==> config.mk <==
export PLATFORM = sky130hd
export DESIGN_NAME = uart_tx_fifo_cfg
export DESIGN_NICKNAME = d
export VERILOG_FILES = /design/src/rtl/uart_pkg.sv /design/src/rtl/uart_sync_fifo.sv /design/src/rtl/uart_tx_fifo_cfg.sv
export SDC_FILE = /design/constraint.sdc
export NUM_CORES = 1
export LEC_CHECK = 0
export CORE_UTILIZATION = 55
export DETAILED_ROUTE_END_ITERATION = 8
export PLACE_DENSITY_LB_ADDON = 0.15
export SYNTH_ARGS = -nofsm -noshare
export SYNTH_HDL_FRONTEND = slang
export SYNTH_SLANG_ARGS = --single-unit
==> constraint.sdc <==
create_clock -name clk -period 4.5 [get_ports clk]
set_input_delay 0.675 -clock clk [delete_from_list [all_inputs] [get_ports clk]]
set_output_delay 0.675 -clock clk [all_outputs]
set_load 0.05 [all_outputs]
==> src/rtl/uart_pkg.sv <==
// Shared constants, FSM state type and parity helper for the configurable UART transmitter.
package uart_pkg;

    localparam logic [1:0] PAR_NONE = 2'b00;
    localparam logic [1:0] PAR_EVEN = 2'b01;
    localparam logic [1:0] PAR_ODD  = 2'b10;

    // Smallest usable bit period; programmed divisors below this are raised to it.
    localparam int unsigned MIN_DIV = 2;

    typedef enum logic [2:0] {
        IDLE,
        START,
        DATA,
        PARITY,
        STOP
    } tx_state_e;

    // Parity over the low 5+bits data bits only; upper bits never affect the result.
    function automatic logic parity_bit(input logic [7:0] data,
                                        input logic [1:0] bits,
                                        input logic [1:0] mode);
        logic acc;
        acc = 1'b0;
        for (int i = 0; i < 8; i++) begin
            if (i < 5 + int'(bits)) acc ^= data[i];
        end
        return (mode == PAR_ODD) ? ~acc : acc;
    endfunction

endpackage

==> src/rtl/uart_sync_fifo.sv <==
// Generic DEPTH x 8 synchronous FIFO with occupancy output.
// Caller guarantees no push when full and no pop when empty.
module uart_sync_fifo #(
    parameter int DEPTH = 4
) (
    input  logic                       clk,
    input  logic                       rst_n,
    input  logic                       push,
    input  logic [7:0]                 push_data,
    input  logic                       pop,
    output logic [7:0]                 pop_data,
    output logic                       full,
    output logic                       empty,
    output logic [$clog2(DEPTH+1)-1:0] level
);
    localparam int PTR_W = $clog2(DEPTH);
    localparam int LVL_W = $clog2(DEPTH + 1);

    if (DEPTH < 2 || (DEPTH & (DEPTH - 1)) != 0) begin : g_bad_depth
        $error("uart_sync_fifo: DEPTH must be a power of two and at least 2");
    end

    logic [7:0]       mem [DEPTH];
    logic [PTR_W-1:0] wr_ptr;
    logic [PTR_W-1:0] rd_ptr;

    // NOTE: storage has no reset; only pointers and level define validity, which keeps it RAM-mappable.
    always_ff @(posedge clk) begin
        if (push) mem[wr_ptr] <= push_data;
    end

    // Power-of-two depth lets the pointers wrap by plain overflow.
    always_ff @(posedge clk or negedge rst_n) begin
        if (!rst_n) begin
            wr_ptr <= '0;
            rd_ptr <= '0;
            level  <= '0;
        end else begin
            if (push) wr_ptr <= wr_ptr + PTR_W'(1);
            if (pop)  rd_ptr <= rd_ptr + PTR_W'(1);
            case ({push, pop})
                2'b10:   level <= level + LVL_W'(1);
                2'b01:   level <= level - LVL_W'(1);
                default: level <= level;
            endcase
        end
    end

    assign pop_data = mem[rd_ptr];
    assign full     = (level == LVL_W'(DEPTH));
    assign empty    = (level == '0);

endmodule

==> src/rtl/uart_tx_fifo_cfg.sv <==
// FIFO-buffered UART transmitter with runtime frame format and bit period.
// The line, busy and done outputs are registered one cycle behind the FSM state.
module uart_tx_fifo_cfg
    import uart_pkg::*;
#(
    parameter int DEPTH     = 4,
    parameter int DIV_W     = 16,
    parameter int DIV_RESET = 87
) (
    input  logic                       clk,
    input  logic                       rst_n,
    input  logic                       s_valid,
    input  logic [7:0]                 s_data,
    output logic                       s_ready,
    input  logic [DIV_W-1:0]           cfg_div,
    input  logic [1:0]                 cfg_bits,
    input  logic [1:0]                 cfg_parity,
    input  logic                       cfg_stop2,
    output logic [$clog2(DEPTH+1)-1:0] fifo_level,
    output logic                       tx_busy,
    output logic                       tx_done,
    output logic                       uart_txd
);
    if (DIV_RESET < int'(MIN_DIV)) begin : g_bad_div_reset
        $error("uart_tx_fifo_cfg: DIV_RESET is below the minimum divisor");
    end

    tx_state_e        state;
    logic [DIV_W-1:0] cnt;
    logic [DIV_W-1:0] div_q;
    logic [DIV_W-1:0] div_clamped;
    logic [7:0]       data_q;
    logic [7:0]       fifo_data;
    logic [2:0]       bit_idx;
    logic [2:0]       last_idx;
    logic             par_en_q;
    logic             par_q;
    logic             stop2_q;
    logic             stop_idx;
    logic             done_pend;
    logic             bit_end;
    logic             last_stop;
    logic             pop;
    logic             fifo_full;
    logic             fifo_empty;
    logic             line_bit;

    uart_sync_fifo #(
        .DEPTH (DEPTH)
    ) u_fifo (
        .clk       (clk),
        .rst_n     (rst_n),
        .push      (s_valid && s_ready),
        .push_data (s_data),
        .pop       (pop),
        .pop_data  (fifo_data),
        .full      (fifo_full),
        .empty     (fifo_empty),
        .level     (fifo_level)
    );

    assign s_ready     = !fifo_full;
    assign div_clamped = (cfg_div < DIV_W'(MIN_DIV)) ? DIV_W'(MIN_DIV) : cfg_div;
    assign bit_end     = (cnt == div_q - DIV_W'(1));
    assign last_stop   = !stop2_q || stop_idx;

    // Popping at the end of the final stop bit lets the next start bit follow with no idle gap.
    assign pop = !fifo_empty && ((state == IDLE) || (state == STOP && bit_end && last_stop));

    always_comb begin
        line_bit = 1'b1;
        case (state)
            START:   line_bit = 1'b0;
            DATA:    line_bit = data_q[bit_idx];
            PARITY:  line_bit = par_q;
            default: line_bit = 1'b1;
        endcase
    end

    always_ff @(posedge clk or negedge rst_n) begin
        if (!rst_n) begin
            state     <= IDLE;
            cnt       <= '0;
            div_q     <= DIV_W'(MIN_DIV);
            data_q    <= '0;
            bit_idx   <= '0;
            last_idx  <= '0;
            par_en_q  <= 1'b0;
            par_q     <= 1'b0;
            stop2_q   <= 1'b0;
            stop_idx  <= 1'b0;
            done_pend <= 1'b0;
            tx_done   <= 1'b0;
            tx_busy   <= 1'b0;
            uart_txd  <= 1'b1;
        end else begin
            // NOTE: non-blocking throughout, so every branch below sees the pre-edge state.
            uart_txd  <= line_bit;
            tx_busy   <= (state != IDLE);
            tx_done   <= done_pend;
            done_pend <= 1'b0;

            // Frame configuration is frozen at pop; later cfg changes wait for the next frame.
            if (pop) begin
                data_q   <= fifo_data;
                div_q    <= div_clamped;
                last_idx <= 3'd4 + {1'b0, cfg_bits};
                par_en_q <= (cfg_parity == PAR_EVEN) || (cfg_parity == PAR_ODD);
                par_q    <= parity_bit(fifo_data, cfg_bits, cfg_parity);
                stop2_q  <= cfg_stop2;
                stop_idx <= 1'b0;
            end

            if (state != IDLE) cnt <= bit_end ? '0 : cnt + DIV_W'(1);

            case (state)
                IDLE: begin
                    if (pop) state <= START;
                end
                START: begin
                    if (bit_end) begin
                        bit_idx <= '0;
                        state   <= DATA;
                    end
                end
                DATA: begin
                    if (bit_end) begin
                        if (bit_idx == last_idx) state <= par_en_q ? PARITY : STOP;
                        else                     bit_idx <= bit_idx + 3'd1;
                    end
                end
                PARITY: begin
                    if (bit_end) state <= STOP;
                end
                STOP: begin
                    if (bit_end) begin
                        if (!last_stop) begin
                            stop_idx <= 1'b1;
                        end else begin
                            done_pend <= 1'b1;
                            state     <= pop ? START : IDLE;
                        end
                    end
                end
                default: state <= IDLE;
            endcase
        end
    end

endmodule

Word-level counts from Yosys, hierarchy flattened
Memories as Yosys holds them, arrays and structs flattened. Cells that the tools add are included. W data, S select, Z words.

Register bits after elaboration: 64. Memory bits (writable): 32. Bits of input ports: 32. Word-level logic and storage cells: 127. Memories kept: 1.

Memory list: u_fifo.mem (words 4, bits a word 8, rd ports 1, clocked after memory_dff 0, wr ports 1, line uart_sync_fifo.sv:23) `logic [7:0] mem [DEPTH];`.

Add/sub/neg operators: 9. Order comparisons: 10. Equal/unequal tests: 19. Muxes and demuxes: 46. Bitwise logic cells: 8. Reduce and logical (&&, ||, !) cells: 17.

Operators by type and width (number): $lt A4 B32 Y1 const A (3); $lt A3 B32 Y1 const A (2); $mux W3 (11); $lt A1 B32 Y1 const A (1); $lt A2 B32 Y1 const A (1); $mux W16 (2); $mux W1 (28); $add A16 B1 Y16 const B (1); $eq A16 B16 Y1 (1); $lt A16 B2 Y1 const B (1); $ne A2 B2 Y1 const B (8); $sub A16 B1 Y16 const B (1); $pmux W3 S5 (1); $pmux W3 S2 (2); $reduce_and A7 Y1 (1); $xor A1 B1 Y1 (7); $add A3 B1 Y3 const B (2); $eq A3 B2 Y1 const B (2); $eq A3 B3 Y1 const B (2); $logic_not A3 Y1 (2); $add A2 B1 Y2 const B (2); $add A3 B2 Y4 const A (1); $eq A2 B1 Y1 const B (2); $eq A2 B2 Y1 const B (2); 15 further kinds (23).

Longest topological paths before layout
Depth in word-level cells: 30. Depth in mapped cells: 20. Depth with buffers taken out: 16.

By module
A second synthesis with hierarchy kept.

Cell total of the unflattened synthesis: 421. Area total of the unflattened synthesis: 4959.8 um2.

Modules (own cells, without submodules): uart_tx_fifo_cfg (times used 1, cells an instance 343, area each 3407.0 um2); uart_sync_fifo (times used 1, cells an instance 78, area each 1552.7 um2).

Least setup slack after synthesis
Ideal clock, no wire load.

Path type: register to register. Start point: register div_q[1]. End point: register u_fifo.level[2]. Library setup time: 0.082 ns. Data arrival time: 3.787 ns. Path slack: 0.630 ns. Cell stages (with the launch flop): 21. Path buffers: 4. Path through: dfstp_2 > clkbuf_1 > inv_1 > ha_1 > clkbuf_1 > or3_1 > nor3_1 > o21ai_0 > a221oi_1 > and4_1 > buf_4 > a21bo_4 > nand2_4 > buf_6 > inv_2 > ha_1 > inv_1 > fa_1 > xor2_1 > nor2_1 > xor2_1.

Longest elaborated chain between the ends: 8. Elaborated cells on any way between the ends: 10. Those cells by class: 1 x add/sub; 3 x eq/ne; 1 x mux; 5 x reduce/logical.

Ends and longest elaborated chain: from (decl) (line uart_tx_fifo_cfg.sv:30) `logic [DIV_W-1:0] div_q;`; from (signal assigned) (line uart_tx_fifo_cfg.sv:84) `div_q <= DIV_W'(MIN_DIV);`; from (signal assigned) (line uart_tx_fifo_cfg.sv:106) `div_q <= div_clamped;`; $sub A16 B1 Y16 * (line uart_tx_fifo_cfg.sv:64) `assign bit_end = (cnt == div_q - DIV_W'(1));`; $eq A16 B16 Y1 * (line uart_tx_fifo_cfg.sv:64); $logic_and A1 B1 Y1 * (2 in series) (line uart_tx_fifo_cfg.sv:68) `assign pop = !fifo_empty && ((state == IDLE) || (state == STOP && bit_end && last_stop));`; $logic_or A1 B1 Y1 * (line uart_tx_fifo_cfg.sv:68); $logic_and A1 B1 Y1 * (line uart_tx_fifo_cfg.sv:68); named net pop (line uart_tx_fifo_cfg.sv:43) `logic pop;`; $eq A2 B1 Y1 or $eq A2 B2 Y1 (tied branches) (line uart_sync_fifo.sv:41) `case ({push, pop})`; $pmux W3 S2 or $reduce_bool A2 Y1 (tied branches); to (signal assigned) (line uart_sync_fifo.sv:42) `2'b10: level <= level + LVL_W'(1);`; to (signal assigned) (line uart_sync_fifo.sv:43) `2'b01: level <= level - LVL_W'(1);`; to (signal assigned) (line uart_sync_fifo.sv:44) `default: level <= level;`; to (decl) (line uart_sync_fifo.sv:14) `output logic [$clog2(DEPTH+1)-1:0] level`.

The timed path passes the listed nets; every way through them passes the cells marked *. A chain may end at the register's enable or synchronous reset.

Final worst setup path
Start point: register div_q[0]. End point: register u_fifo.level[2].

The elaborated chain is that of the path after synthesis.

==> impl_metrics.json <==
{
  "synth_top_family_by_area": "multiplexers",
  "async_reset_ff_share_pct": 66.7,
  "clockPowerShare_pct": 14.9,
  "most-common-layout-cells": "dfrtp_1 (62), clkdlybuf4s50_1 (37), edfxtp_1 (32)",
  "antenna_left": 0,
  "num_vias": 3270,
  "cts-root-buf": "clkbuf_8",
  "ys_seq_area_share_pct": 50.7,
  "tightest_slew_ns": 1.00,
  "critPathRequiredTime_ns": 4.80,
  "n_antenna_cell": 0,
  "finalPower_uw": 3680,
  "overflow": 0,
  "p_per_area_nw_per_um2": 648,
  "antenna_found_initial": 0,
  "grt_pass1_wl_um": 16100,
  "core_area_um2": 8810,
  "syn_nets": 463,
  "max_cap_viol_count": 0,
  "grt_use_total_pct": 21.6,
  "worstSetupPathType": "reg2reg",
  "seqPwrFrac_pct": 41.2,
  "place.gp.congestion": 0.834,
  "ctsHoldBuffers": 0,
  "fin_crit_sh_pct": 86.8,
  "finalCriticalPeriod_ns": 3.90,
  "synth_fa_ha_area_share_pct": 2.62,
  "die_y_um": 97.9,
  "fillers": 713,
  "grt_max_degree": 34,
  "first_pass_iters": 6,
  "hp-class": "in2async",
  "crit_path_max_fanout": 14,
  "power_switching_uw": 1420,
  "htree_levels": 3,
  "die_w_um": 97.9,
  "hold_viol": 0,
  "swShare_pct": 38.7,
  "cts_tree": "done",
  "p_int_uw": 2260,
  "max_freq_mhz": 256,
  "finClkSkew_ns": 0.0135,
  "p_leak_uw": 0.00232,
  "combPwrFrac_pct": 43.9,
  "drive_gt1_share_pct": 14.6,
  "numCtsBuffers": 9,
  "synthToLayoutAreaGrowth_pct": 12.3,
  "first_global_vias": 3402,
  "wl_per_cell_um": 16.5,
  "multiInputGateArea_um2": 2320,
  "drc_errors": 2,
  "final_common_cell": "dfrtp_1",
  "endpoint_kind": "flop",
  "maxSlewViolCount": 0,
  "via_per_inst": 5.77,
  "synth-edff-count": 32,
  "clkTransAtPathRegs_ns": 0.11,
  "vdd_drop_max_uv": 412,
  "syn_inst": 421,
  "nets": 496,
  "clockBufferDepth": 2,
  "synth_xor_area_share_pct": 6.93,
  "netlist_area_um2": 5060,
  "slew_headroom_pct": 32.5,
  "worstPathArrival_ns": 4.20,
  "start_kind": "flop",
  "status": "complete, but fails checks",
  "drt_iter0_drc": 130,
  "clk_latency_ns": 0.38,
  "place_hpwl_um": 6650,
  "muxShareOfSynthArea_pct": 14.9,
  "cts_resized": 0,
  "io_pins": 39,
  "synth_compound_area_share_pct": 7.05,
  "ys.flop_type": "dfrtp_1",
  "clock-sinks": 96,
  "ys_ff_latch": 96,
  "avgSynthCellArea_um2": 12.0,
  "regArea_um2": 2560,
  "rows": 34,
  "wirelength_um": 9370,
  "start_util_pct": 57.4,
  "ys_warn_count": 0,
  "violations": "design-rule violations",
  "numPortBuffers": 38,
  "setup-violations-final": 0,
  "synthSimpleGateAreaFrac_pct": 14.4,
  "rsz0062_at_grt": "no",
  "post-cts-setup-buffers": 0,
  "tns_ns": 0,
  "die_area_um2": 9590,
  "synth_cell_types": 60
}
## power by group through the flow
stage	combinational [uW]	clock [uW]	sequential (uW)
after floorplan	1360	0	1450
after global placement	1590	0	1530
after detailed placement	1630	0	1530
after CTS	1630	561	1520
after global routing	1780	600	1560
final	1620	547	1520
## state kept, by name, indices dropped and copies added, names as in the netlist, 2 cells and up
signal	flops
bit_idx	3
cnt	16
data_q	8
div_q	16
last_idx	3
state	3
u_fifo.level	3
u_fifo.mem	32
u_fifo.rd_ptr	2
u_fifo.wr_ptr	2
## final cells by class
class | count | share of cell area [%]
timing repair buffer | 42 | 7.14
tap | 108 | 2.38
clock buffer | 9 | 2.18
multi-input combinational | 287 | 40.9
inverter | 18 | 1.19
sequential | 96 | 45.2
clock inverter | 7 | 1.06
## critical path, stage by stage, from the launching register on
cell and delay, ns:
dfrtp_1 0.51, inv_1 0.13, ha_1 0.42, nor3b_1 0.53
nor3b_1 0.25, o211ai_1 0.13, a32oi_1 0.30, and4_1 0.29
a21bo_4 0.16, nand2_4 0.05, inv_2 0.05, ha_1 0.17
inv_1 0.06, fa_1 0.37, xor2_1 0.15, nor2_1 0.11
xor2_1 0.15
## path summary, 6_finish.rpt
check	to	start	slack [ns]	depth (start not counted)
min in group clk	tx_done	done_pend	0.37	0
max in group asynchronous	uart_txd	rst_n	3.23	2
max	u_fifo.level[2]	div_q[0]	0.60	16
min	u_fifo.rd_ptr[0]	rst_n	0.35	1
max reg2reg	u_fifo.level[2]	div_q[0]	0.60	16
min reg2reg	tx_done	done_pend	0.37	0
## synthesized netlist by cell type (all sizes together) (3+ instances only)
cell	number	area, um2
dfrtp	62	1550
edfxtp	32	961
mux2	31	439
nand2	26	105
nor2	23	86.3
xnor2	22	193
o21ai	20	100
nand3	19	95.1
inv	18	67.6
xor2	18	158
clkbuf	13	48.8
nor3	11	55.1
mux4	10	225
and3	9	56.3
ha	9	113
mux2i	9	90.1
nand2b	9	56.3
nor4	8	62.6
buf	7	55.1
a21oi	6	30.0
nand4	6	37.5
nor2b	5	31.3
o211ai	4	30.0
a221oi	3	26.3
and4	3	26.3
o31ai	3	22.5
## cell families (layout without fill, tap and decap cells)
logic type,Yosys count,in the layout
buf+inv,38,76
fa+ha+maj,10,10
simple gates,134,134
mux,50,50
xor+xnor,40,40
flops,96,96
compound gates,53,53
## layer usage
| metal | part of all wire [%] | up-vias | global-route usage, % |
|---|---|---|---|
| met1 | 41 | 1606 | 25.3 |
| li1 | - | 1582 | - |
| met3 | 3.5 | 18 | 4.87 |
| met4 | 2.7 | 0 | 8.86 |
| met2 | 52 | 64 | 38.2 |
| met5 | 0 | - | 0 |
## per-stage QoR
step | setup WS (ns) | hold WS (ns) | utilization, % | std cells | instance area [um2]
6_report | 0.596 | 0.345 | 64.5 | 567 | 5680
3_5_place_dp | 0.651 | 0.348 | 62.4 | 551 | 5500
5_1_grt | 0.218 | 0.385 | 64.5 | 567 | 5680
3_3_place_gp | 0.816 | 0.335 | 62.4 | 551 | 5500
2_1_floorplan | 0.630 | 0.331 | - | 421 | 5060
4_1_cts | 0.618 | 0.363 | 64.5 | 567 | 5680
No activity file was read; power rests on OpenSTA's default activity.
